[src/rtl/spi_pkg.sv]
// Shared types and helpers for the SPI slave register interface.
package spi_pkg;

  typedef enum logic [1:0] {
    IDLE = 2'd0,
    ADDR = 2'd1,
    DATA = 2'd2
  } state_t;

  localparam logic [1:0] MODE0 = 2'b00;
  localparam logic [1:0] MODE1 = 2'b01;
  localparam logic [1:0] MODE2 = 2'b10;
  localparam logic [1:0] MODE3 = 2'b11;

  // Bit counter must hold 0..FL+1.
  function automatic int unsigned cnt_width(input int unsigned fl);
    return $clog2(fl + 2);
  endfunction

endpackage

[src/rtl/spi_sync_edge.sv]
// Multi-stage synchroniser with rising/falling edge pulses on the synchronised level.
module spi_sync_edge
  import spi_pkg::*;
#(
  parameter int unsigned STAGES  = 2,
  parameter logic        RST_VAL = 1'b0
) (
  input  logic CLK,
  input  logic RST,
  input  logic D,
  output logic Q,
  output logic RISE,
  output logic FALL
);

  logic [STAGES-1:0] chain;
  logic              prev;

  always_ff @(posedge CLK or negedge RST) begin
    if (!RST) begin
      chain <= {STAGES{RST_VAL}};
      prev  <= RST_VAL;
    end else begin
      chain <= {chain[STAGES-2:0], D};
      prev  <= chain[STAGES-1];
    end
  end

  assign Q    = chain[STAGES-1];
  assign RISE = Q & ~prev;
  assign FALL = ~Q & prev;

endmodule

[src/rtl/spi_slave_regif.sv]
// SPI slave register interface: R/W flag, address, data frames with write strobe and read handshake.
module spi_slave_regif
  import spi_pkg::*;
#(
  parameter int unsigned ADDR_W      = 8,
  parameter int unsigned DATA_W      = 8,
  parameter logic        CPOL        = 1'b0,
  parameter logic        CPHA        = 1'b0,
  parameter int unsigned SYNC_STAGES = 2
) (
  input  logic              CLK,
  input  logic              RST,
  input  logic              SCLK,
  input  logic              SS,
  input  logic              MOSI,
  output logic              MISO,
  output logic              MISO_OE,
  output logic              WR_VALID,
  output logic [ADDR_W-1:0] WR_ADDR,
  output logic [DATA_W-1:0] WR_DATA,
  output logic              RD_REQ,
  output logic [ADDR_W-1:0] RD_ADDR,
  input  logic [DATA_W-1:0] RD_DATA,
  output logic              FRAME_ERR,
  output logic              BUSY
);

  localparam int unsigned FL  = 1 + ADDR_W + DATA_W;
  localparam int unsigned CW  = cnt_width(FL);
  localparam int unsigned SRW = (ADDR_W + 1 > DATA_W) ? ADDR_W + 1 : DATA_W;
  localparam int unsigned SW  = $clog2(SYNC_STAGES + 1);
  localparam logic [CW-1:0] CNT_FL  = CW'(FL);
  localparam logic [CW-1:0] CNT_SAT = CW'(FL + 1);
  localparam logic [CW-1:0] CNT_HDR = CW'(1 + ADDR_W);
  localparam logic [SW-1:0] SETTLED = SW'(SYNC_STAGES);
  localparam logic          SAMPLE_RISE = ({CPOL, CPHA} == MODE0) || ({CPOL, CPHA} == MODE3);

  logic sclk_q, sclk_rise, sclk_fall;
  logic ss_q, ss_rise, ss_fall;
  logic [SYNC_STAGES-1:0] mosi_sync;
  logic mosi_q;

  state_t            state;
  logic [CW-1:0]     cnt, cnt_nx;
  logic [SRW-1:0]    sr_in, sr_in_nx;
  logic [DATA_W-1:0] sr_out;
  logic [ADDR_W-1:0] addr_q;
  logic              rw_q, first_sh, armed;
  logic [1:0]        rd_pipe;
  logic [SW-1:0]     settle;
  logic              in_frame, sample_e, shift_e;

  spi_sync_edge #(.STAGES(SYNC_STAGES), .RST_VAL(CPOL)) u_sync_sclk (
    .CLK(CLK), .RST(RST), .D(SCLK), .Q(sclk_q), .RISE(sclk_rise), .FALL(sclk_fall)
  );

  spi_sync_edge #(.STAGES(SYNC_STAGES), .RST_VAL(1'b1)) u_sync_ss (
    .CLK(CLK), .RST(RST), .D(SS), .Q(ss_q), .RISE(ss_rise), .FALL(ss_fall)
  );

  always_ff @(posedge CLK or negedge RST) begin
    if (!RST) mosi_sync <= '0;
    else      mosi_sync <= {mosi_sync[SYNC_STAGES-2:0], MOSI};
  end
  assign mosi_q = mosi_sync[SYNC_STAGES-1];

  assign in_frame = (state != IDLE);
  assign sample_e = (sclk_rise | sclk_fall) & (sclk_q == SAMPLE_RISE);
  assign shift_e  = (sclk_rise | sclk_fall) & (sclk_q != SAMPLE_RISE);

  always_comb begin
    cnt_nx   = cnt;
    sr_in_nx = sr_in;
    if (in_frame && sample_e) begin
      sr_in_nx = {sr_in[SRW-2:0], mosi_q};
      if (cnt != CNT_SAT) cnt_nx = cnt + 1'b1;
    end
  end

  // A frame may only start once SS has been seen high after reset settles.
  always_ff @(posedge CLK or negedge RST) begin
    if (!RST) begin
      state     <= IDLE;
      cnt       <= '0;
      sr_in     <= '0;
      sr_out    <= '0;
      addr_q    <= '0;
      rw_q      <= 1'b0;
      first_sh  <= 1'b0;
      armed     <= 1'b0;
      rd_pipe   <= '0;
      settle    <= '0;
      WR_VALID  <= 1'b0;
      WR_ADDR   <= '0;
      WR_DATA   <= '0;
      RD_REQ    <= 1'b0;
      RD_ADDR   <= '0;
      FRAME_ERR <= 1'b0;
    end else begin
      WR_VALID  <= 1'b0;
      RD_REQ    <= 1'b0;
      FRAME_ERR <= 1'b0;
      rd_pipe   <= {rd_pipe[0], RD_REQ};
      cnt       <= cnt_nx;
      sr_in     <= sr_in_nx;
      if (settle != SETTLED) settle <= settle + 1'b1;
      else if (ss_q)         armed  <= 1'b1;

      case (state)
        IDLE: begin
          if (ss_fall && armed) begin
            cnt     <= '0;
            sr_in   <= '0;
            sr_out  <= '0;
            rw_q    <= 1'b0;
            rd_pipe <= '0;
            state   <= ADDR;
          end
        end
        ADDR: begin
          if (sample_e && cnt_nx == CNT_HDR) begin
            rw_q     <= sr_in_nx[ADDR_W];
            addr_q   <= sr_in_nx[ADDR_W-1:0];
            first_sh <= 1'b1;
            state    <= DATA;
            if (sr_in_nx[ADDR_W]) begin
              RD_REQ  <= 1'b1;
              RD_ADDR <= sr_in_nx[ADDR_W-1:0];
            end
          end
        end
        DATA: begin
          // The loaded MSB must survive the first shift edge so the master sees it first.
          if (rd_pipe[1]) begin
            sr_out <= RD_DATA;
          end else if (shift_e) begin
            if (first_sh) first_sh <= 1'b0;
            else          sr_out   <= sr_out << 1;
          end
        end
        default: state <= IDLE;
      endcase

      if (in_frame && ss_rise) begin
        state <= IDLE;
        if (cnt_nx != CNT_FL) begin
          FRAME_ERR <= 1'b1;
        end else if (!rw_q) begin
          WR_VALID <= 1'b1;
          WR_ADDR  <= addr_q;
          WR_DATA  <= sr_in_nx[DATA_W-1:0];
        end
      end
    end
  end

  assign MISO    = (state == DATA) && rw_q && sr_out[DATA_W-1];
  assign MISO_OE = ~ss_q;
  assign BUSY    = in_frame;

endmodule

[config.mk]
export PLATFORM = sky130hd
export DESIGN_NAME = spi_slave_regif
export DESIGN_NICKNAME = d
export VERILOG_FILES = /design/src/rtl/spi_pkg.sv /design/src/rtl/spi_sync_edge.sv /design/src/rtl/spi_slave_regif.sv
export SDC_FILE = /design/constraint.sdc
export NUM_CORES = 1
export LEC_CHECK = 0
export ABC_AREA = 1
export BUFFER_PORTS_ARGS = -buffer_cell sky130_fd_sc_hd__buf_4
export CAP_MARGIN = 20
export CORE_MARGIN = 10
export CORE_UTILIZATION = 57
export CTS_CLUSTER_SIZE = 40
export DETAILED_ROUTE_END_ITERATION = 6
export MAX_ROUTING_LAYER = met4
export PLACE_DENSITY_LB_ADDON = 0.3
export SLEW_MARGIN = 0
export SYNTH_ARGS = -nofsm -noshare
export SYNTH_HDL_FRONTEND = slang
export SYNTH_HIERARCHICAL = 1
export SYNTH_SLANG_ARGS = --single-unit
[constraint.sdc]
create_clock -name CLK -period 2.9 [get_ports CLK]
set_input_delay 0.58 -clock CLK [delete_from_list [all_inputs] [get_ports CLK]]
set_output_delay 0.58 -clock CLK [all_outputs]
set_load 0.1 [all_outputs]
# == Yosys cells after proc, flatten, opt, wreduce, memory -nomap -nowiden ==
# Cells that the tools add are included.
# W data, S select, Z words.
# word_totals
regBits,74
inputBits,13
output_inout_bits,30
wordCells,104
# op_classes
add_sub_neg,2
eq_ne,15
n_mux,33
bitwise_logic,14
reduce_logical,19
# ops
cell,count
$mux W8,4
$mux W9,3
$mux W5,4
$pmux W8 S2,1
$mux W1,13
$ne A2 B2 Y1 const B,6
$ne A3 B3 Y1 const B,4
$reduce_and A3 Y1,4
$mux W2,5
$ne A5 B5 Y1 const B,2
$reduce_and A4 Y1,2
$reduce_bool A2 Y1,4
$not A1 Y1,7
$and A1 B1 Y1,6
$logic_and A1 B1 Y1,6
$pmux W2 S3,1
$add A5 B1 Y5 const B,1
$eq A5 B4 Y1 const B,1
$pmux W1 S2,2
$reduce_and A2 Y1,2
$add A2 B1 Y2 const B,1
$eq A2 B1 Y1 const B,1
$eq A2 B2 Y1 const B,1
$logic_not A2 Y1,1
$or A1 B1 Y1,1

# == Depth between registers and ports, before layout ==
# Gate-level depths: netlist of run 1.
# depth
word_depth,11
depth_mapped,14
ltp_nobuf,14

# == Modules after synthesis ==
# Netlist of run 1, hierarchy kept.
# modules_own_cells
mod,instances,cells_each,area_per_inst_um2,seq_area_each_um2
spi_slave_regif,1,344,3079.2,1701.6
spi_sync_edge (u_sync_ss),1,7,93.8,78.8
spi_sync_edge (u_sync_sclk),1,7,90.1,75.1

# == Least setup slack after synthesis of run 1 ==
# No wires, ideal clock.
# synth_timing
kind,register to output
startpoint,register state[0]
endpoint,output MISO
arrival_time_ns,1.999
slack_ns,0.321
stages_incl_launch_ff,4
n_path_buf,0
path_cell_list,dfrtp_1 -> nor2_2 -> inv_2 -> nor2_1
# synth_via
elab_chain_len,3
# synth_rtl
element,line_no,text
from (decl),spi_slave_regif.sv:43,state_t state;
from (signal assigned),spi_slave_regif.sv:83,state <= IDLE;
from (signal assigned),spi_slave_regif.sv:117,state <= ADDR;
from (signal assigned),spi_slave_regif.sv:125,state <= DATA;
$eq A2 B2 Y1,spi_slave_regif.sv:157,assign MISO = (state == DATA) && rw_q && sr_out[DATA_W-1];
$logic_and A1 B1 Y1 (2 in a row),spi_slave_regif.sv:157,
to (decl),spi_slave_regif.sv:16,"output logic MISO,"
# Every way passes these cells.

# == Worst setup path in the final report of run 1 ==
# layout_timing
startpoint,register u_sync_sclk.chain[1]
endpoint,register addr_q[0]
# layout_lines
element,line_no,text
from (decl),spi_sync_edge.sv:16,logic [STAGES-1:0] chain;
from (signal assigned),spi_sync_edge.sv:21,chain <= {STAGES{RST_VAL}};
from (signal assigned),spi_sync_edge.sv:24,"chain <= {chain[STAGES-2:0], D};"
$and A1 B1 Y1 (*),spi_sync_edge.sv:30,assign RISE = Q & ~prev;
via sclk_rise,spi_slave_regif.sv:38,"logic sclk_q, sclk_rise, sclk_fall;"
$or A1 B1 Y1 (*),spi_slave_regif.sv:68,assign sample_e = (sclk_rise | sclk_fall) & (sclk_q == SAMPLE_RISE);
$and A1 B1 Y1 (*),spi_slave_regif.sv:68,
$logic_and A1 B1 Y1,spi_slave_regif.sv:74,if (in_frame && sample_e) begin
$mux W5,spi_slave_regif.sv:74,
$eq A5 B4 Y1,spi_slave_regif.sv:121,if (sample_e && cnt_nx == CNT_HDR) begin
$logic_and A1 B1 Y1,spi_slave_regif.sv:121,
$reduce_and A2 Y1 (no source line),-,
to (signal assigned),spi_slave_regif.sv:123,addr_q <= sr_in_nx[ADDR_W-1:0];
to (decl),spi_slave_regif.sv:47,logic [ADDR_W-1:0] addr_q;
# The timed path passes the listed nets; every way through them passes the cells marked *.
# A chain may end at the register's enable or synchronous reset.

==> results of run 1 <==
## cell type report
type,instances,area (sq um)
clock buffer,10,128
clock inverter,6,88.8
fill,437,1700
inverter,46,173
multi-input combinational,229,1190
sequential,74,1860
tap,72,90.1
timing repair buffer,43,323
## routing by layer
layer | up-vias | GRT usage [%]
li1 | 1211 | -
met1 | 1168 | 20.4
met4 | 0 | 6.39
met2 | 75 | 24.3
met5 | - | -
met3 | 12 | 4.48
## synthesized netlist by cell type (all sizes together)
cell type and count:
or2 9, clkbuf 3, a21oi 3, a21o 1, o21a 1, buf 6, ha 3, nand4 4
xnor2 1, nor2 41, dfrtp 71, o21ai 39, nand3 27, a31oi 3, clkinv 1, dfstp 3
nand2 97, inv 45
## worst max-delay path by stage
stage,slack (ns),from,endpoint,cells after the start
4_1_cts,0.59,u_sync_sclk/chain[1],WR_ADDR[7],14
3_5_place_dp,0.59,u_sync_sclk/chain[1],WR_ADDR[7],14
6_report,0.56,u_sync_sclk/chain[1],addr_q[0],13
5_1_grt,0.31,u_sync_sclk/chain[1],addr_q[2],13
2_1_floorplan,0.32,state[0],MISO,3
3_3_place_gp,0.70,u_sync_sclk/chain[1],WR_ADDR[7],14
## power by group through the flow
stage / registers, mW / logic, mW / clock network, mW
6_report: 1.39 / 1.26 / 0.864
5_1_grt: 1.42 / 1.38 / 0.930
4_1_cts: 1.39 / 1.27 / 0.879
3_5_place_dp: 1.41 / 1.26 / 0
3_3_place_gp: 1.40 / 1.23 / 0
2_1_floorplan: 1.71 / 0.666 / 0
## flip-flops by register name, summed over array words and instances, names as in the netlist
signal and count:
rd_pipe 2, sr_in 9, WR_DATA 8, RD_ADDR 8
cnt 5, state 2, armed 1, settle 2
WR_ADDR 8, u_sync_sclk/prev 1, RD_REQ 1, u_sync_ss/chain 2
WR_VALID 1, u_sync_ss/prev 1, rw_q 1, first_sh 1
addr_q 8, u_sync_sclk/chain 2, mosi_sync 2, sr_out 8
FRAME_ERR 1
## cell families after synthesis
group           count (synthesis)
fa+ha+maj                       3
buf+inv                        55
compound gates                 47
flops                          74
simple gates                  178
xor+xnor                        1
## metrics by stage
stage	hold slack [ns]	power, mW	util (%)	setup WS [ns]
2_1_floorplan	0.284	2.38	-	0.321
6_report	0.338	3.52	69.4	0.563
3_5_place_dp	0.342	2.67	65.5	0.595
3_3_place_gp	0.334	2.63	65.5	0.702
4_1_cts	0.328	3.54	69.4	0.586
5_1_grt	0.325	3.73	69.4	0.313
## worst max-delay path, cell delays in order, from the launching register on
cell and delay (ns):
dfrtp_1 0.46, inv_1 0.06, nor2_1 0.15, inv_2 0.04, nand2_1 0.12, nand3_2 0.26
nand2_1 0.14, nand2_1 0.10, nor2_1 0.16, inv_2 0.06, nor2_4 0.15, nand3_4 0.25
nand2_1 0.18, o21ai_2 0.07
==> results_dict.tcl, run 1 <==
set metrics [dict create \
    rrSetupSlack_ns 0.56 \
    synth.cell_area_sq_mm 0.00326 \
    p_sw_mw 1.47 \
    viasPerCell 5.14 \
    synth_adder_area_share_pct 1.15 \
    port_buffers 42 \
    whs_path_depth 1 \
    p_leak_nw 1.97 \
    core_area_sq_mm 0.00554 \
    path_clk_slew_ns 0.07 \
    pwr-share-comb_pct 35.9 \
    cellPowerDensity_mw_per_mm2 915 \
    p_seq_share_pct 39.6 \
    cap_violations 0 \
    gp_congestion 0.777 \
    synth_compound_area_share_pct 8.74 \
    fin_setup_tns_ns 0 \
    slew_headroom_pct 40.6 \
    first_global_vias 2527 \
    timing.rr.end "addr_q[0]" \
    drive_above_1_share_pct 25.7 \
    synthDistinctLibCells 31 \
    internal_power_mw 2.05 \
    cts_setup_buffers 0 \
    fin_area_sq_mm 0.00384 \
    place_inst 464 \
    hold_path.class "input port to flip-flop" \
    status "completed" \
    cts_tree "built" \
    num_vias 2466 \
    place_area_sq_mm 0.00363 \
    synth_xor_area_share_pct 0.268 \
    synth_warnings 6 \
    die_y_um 95.7 \
    drv_slew 0 \
    numCtsBuffers 9 \
    hold_violations 0 \
    ant_nets 0 \
    tightest_slew_ns 0.891 \
    grt_max_degree 75 \
    die_width_um 95.7 \
    rsz0062_at_grt "false" \
    clockBufferDepth 2 \
    mostFrequentLayoutCells "95 x nand2_1, 71 x dfrtp_1, 43 x buf_4" \
    final_nets 419 \
    wl_met1_um 2980 \
    p_sw_share_pct 41.9 \
    synth.avg_cell_area_sq_um 9.11 \
    critPathArrivalTime_ns 2.55 \
    critPathLaunchType "flip-flop" \
    peakVddDrop_mv 0.622 \
    insertion_delay_ns 0.35 \
    syn_nets 374 \
    critPathRequiredTime_ns 3.11 \
    synthCells 358 \
    routed-wl-met2_um 3080 \
    crit_fanout 18 \
    stdcell_count 480 \
    synth_mux_area_share_pct 0 \
    highest_layer "met4" \
    overflow 0 \
    yosys.area_share.simple_pct 26.2 \
    wl_met3_um 364 \
    cp-end-kind "flip-flop" \
    synth_area_leaders "dfrtp_1 54%, nand2_1 11%, inv_1 4.1%" \
    clock_sinks 74 \
    r2r_start "u_sync_sclk/chain[1]" \
    final.setup_skew_ns 0.0107 \
    syn_to_final_growth_pct 17.8 \
    min_to "u_sync_ss/chain[0]" \
    h-tree-depth 3 \
    cts-resized-gates 0 \
    mostFrequentLayoutCell "nand2_1" \
    drc_errors 0 \
    synth-seq-cells 74 \
    synth_top_area_cell "dfrtp_1" \
    synth_top_family_by_area "simple AND/OR/NAND/NOR gates" \
    fin_crit_ns 2.34 \
    n_antenna_cell 0 \
    max_freq_mhz 428 \
    synth.top_cell.area_share_pct 54.4 \
    routedWlPerCell_um 13.6 \
    setup_viol 0 \
    wl_um 6530 \
    fp-row-count 27 \
    dpl.hpwl_um 4610 \
    grt_pass1_wl_um 11400 \
    globalRouteTotalUtil_pct 16.2 \
    first_iter_violations 147 \
    r2r_cells 13 \
    initial_utilization_pct 58.9 \
    dieArea_sq_mm 0.00915 \
    io_pins 43 \
    pwr-share-clk_pct 24.5 \
    crit_type "flip-flop to flip-flop" \
    first_pass_iters 4 \
    fin_crit_sh_pct 80.6 \
    antenna_found_initial 0 \
    synth-seq-area-share_pct 56.9 \
    postCtsHoldBufs 0 \
    root_buffer "clkbuf_8" \
    worstHoldStart "SS" \
]
(Power assumes the default switching activity.)
==> run 2: changes to the inputs <==
--- a/config.mk
+++ b/config.mk
@@ -5,11 +5,11 @@
 export SDC_FILE = /design/constraint.sdc
 export NUM_CORES = 1
 export LEC_CHECK = 0
-export ABC_AREA = 1
+export ABC_AREA = 0
 export BUFFER_PORTS_ARGS = -buffer_cell sky130_fd_sc_hd__buf_4
 export CAP_MARGIN = 20
 export CORE_MARGIN = 10
-export CORE_UTILIZATION = 57
+export CORE_UTILIZATION = 51
 export CTS_CLUSTER_SIZE = 40
 export DETAILED_ROUTE_END_ITERATION = 6
 export MAX_ROUTING_LAYER = met4
==> constraint.sdc (replaced) <==
create_clock -name CLK -period 1.88 [get_ports CLK]
set_input_delay 0.376 -clock CLK [delete_from_list [all_inputs] [get_ports CLK]]
set_output_delay 0.376 -clock CLK [all_outputs]
set_load 0.1 [all_outputs]
==> results_dict.tcl, run 2 <==
set metrics [dict create \
    status "finished, violations left" \
    violations "setup timing" \
    fp-row-count 28 \
    fin_crit_sh_pct 122 \
    dieArea_sq_mm 0.00976 \
    critPathArrivalTime_ns 2.53 \
    yosysMostFrequentCell "dfrtp_1" \
    grt_max_degree 42 \
    drc_errors 0 \
    clock_sinks 73 \
    peakVddDrop_mv 0.556 \
    p_leak_nw 2.19 \
    first_iter_violations 110 \
    holdWs_ns 0.124 \
    syn_to_final_growth_pct 39.2 \
    fin_ws_ns -0.416 \
    final.setup_skew_ns 0.0103 \
    insertion_delay_ns 0.35 \
    synth-seq-cells 73 \
    syn_nets 272 \
    setup_viol 38 \
    power.total_mw 3.63 \
    first_global_vias 2439 \
    initial_utilization_pct 53.1 \
    critPathLaunchType "flip-flop" \
    ant_nets 0 \
    first_pass_iters 4 \
    synth.avg_cell_area_sq_um 12.4 \
    path_clk_slew_ns 0.08 \
    routedWlPerCell_um 16.8 \
    dpl.hpwl_um 5100 \
    synthFlopType "dfrtp_1" \
    h-tree-depth 3 \
    synth.cell_area_sq_mm 0.00316 \
    core_area_sq_mm 0.00596 \
    gp_congestion 0.844 \
    synth-edff-count 0 \
    fin_area_sq_mm 0.00440 \
    synth_area_leaders "dfrtp_1 55%, mux2_2 8.2%, nand2_1 4.6%" \
    fillers 398 \
    hold_violations 0 \
    mostFrequentLayoutCells "78 x buf_4, 66 x dfrtp_1, 38 x nand2_1" \
    antenna_found_initial 0 \
    post-route-util_pct 73.9 \
    place_area_sq_mm 0.00398 \
    synth_warnings 6 \
    root_buffer "clkbuf_8" \
    critPathRequiredTime_ns 2.11 \
    cts_tree "built" \
    slew_headroom_pct 70.1 \
    die_y_um 98.8 \
    synth-seq-area-share_pct 57.8 \
    synthCells 256 \
    numCtsBuffers 9 \
    rsz0062_at_grt "true" \
    wl_um 7220 \
    cellPowerDensity_mw_per_mm2 824 \
    final_nets 366 \
    synthTopCellsByCount "70 x dfrtp_1, 39 x nand2_1, 23 x mux2_2, 10 x and2_1, 10 x o31ai_1" \
    cp-end-kind "flip-flop" \
    clockBufferDepth 2 \
    place_inst 408 \
    max_freq_mhz 435 \
    n_antenna_cell 0 \
    die_width_um 98.8 \
    cap_violations 0 \
    globalRouteTotalUtil_pct 16.1 \
    overflow 0 \
    port_buffers 42 \
    fin_crit_ns 2.30 \
    synth_top_area_cell "dfrtp_1" \
    crit_type "flip-flop to flip-flop" \
    hold_path.class "input port to flip-flop" \
    mostFrequentLayoutCell "buf_4" \
    num_vias 2278 \
    drive_above_1_share_pct 49.3 \
    drv_slew 0 \
    stdcell_count 430 \
    io_pins 43 \
    ys_async_sr_fraction_pct 100 \
    crit_fanout 13 \
    synthDistinctLibCells 51 \
    viasPerCell 5.30 \
    synth.top_cell.area_share_pct 55.4 \
    tightest_slew_ns 0.447 \
    grt_pass1_wl_um 12300 \
]
==> run 2: cell types whose count changed after synthesis, moves of 9 or more <==
cell | previous run | this run
mux2_2 | 0 | 23
mux2_4 | 0 | 9
o21ai_1 | 14 | 0
and2_1 | 0 | 10
nand2_1 | 95 | 39
inv_2 | 9 | 0
o21ai_2 | 9 | 0
nor2_1 | 33 | 9
o31ai_1 | 0 | 10
inv_1 | 36 | 8
o21ai_0 | 16 | 4
nand3_1 | 23 | 1
==> run 2: logic make-up (layout without fill, tap and decap cells) <==
family	count (synthesis)	after routing	synth area share (%)
AO/OA/AOI/OAI	34	34	8.26
buffers and inverters	18	117	2.57
AND/OR/NAND/NOR	85	85	14.4
multiplexers	39	39	14.7
XOR/XNOR	4	4	1.11
adder cells (fa/ha/maj)	3	3	1.19
flip-flops	73	73	57.8
==> run 2: final cells by class <==
cell class / count / area [sq um] / share of cell area [%]
Inverter: 8 / 30.0 / 0.682
Sequential cell: 73 / 1840 / 41.7
Clock buffer: 9 / 124 / 2.81
Timing Repair Buffer: 93 / 788 / 17.9
Clock inverter: 7 / 95.1 / 2.16
Tap cell: 75 / 93.8 / 2.13
Multi-Input combinational cell: 165 / 1440 / 32.6
==> run 2: power by group <==
group	total [mW]	internal [mW]	leakage, nW	switching (mW)
clock network	1.35	0.746	0.109	0.600
logic	0.632	0.297	1.10	0.336
registers	1.65	1.61	0.977	0.0368
total	3.63	2.66	2.19	0.972
==> run 2: critical path, cell delays in order (launching register included) <==
cell	delay, ns
dfrtp_2	0.44
ha_2	0.19
and2b_1	0.15
or4_4	0.54
o311ai_4	0.08
buf_4	0.20
nand4_4	0.10
buf_12	0.18
mux2_4	0.30
==> run 2: per-layer routing <==
metal / GRT usage (%) / wire length, um
met2: 24.6 / 3530
met4: 5.62 / 93
met5: - / 0
met1: 19.3 / 3280
met3: 5.59 / 316
==> run 2: per-stage QoR <==
step	setup TNS (ns)	setup slack, ns
after floorplan	-13.25	-0.466
after global placement	-13.53	-0.403
after detailed placement	-15.66	-0.480
after CTS	-13.61	-0.406
after global routing	-17.10	-0.506
final	-14.27	-0.416
==> run 2: timing repair <==
action / in CTS / in global routing
buffers inserted: 6 / 1
hold endpoints to repair: 29 / 0
hold buffers: 1 / 0
gates resized for setup: 26 / 13
pin swaps: 8 / 4
setup endpoints to repair: 41 / 42
==> run 2: path summary, 6_finish.rpt <==
kind,start,to,slack [ns],cells after the start
min in group asynchronous,RST,sr_out[4],0.50,2
worst min register to register,u_sync_sclk/chain[0],u_sync_sclk/chain[1],0.35,0
max in group asynchronous,RST,sr_in[0],0.82,3
worst max-delay path,cnt[0],WR_ADDR[5],-0.42,8
worst min-delay path,SS,u_sync_ss/chain[0],0.12,1
worst max register to register,cnt[0],WR_ADDR[5],-0.42,8
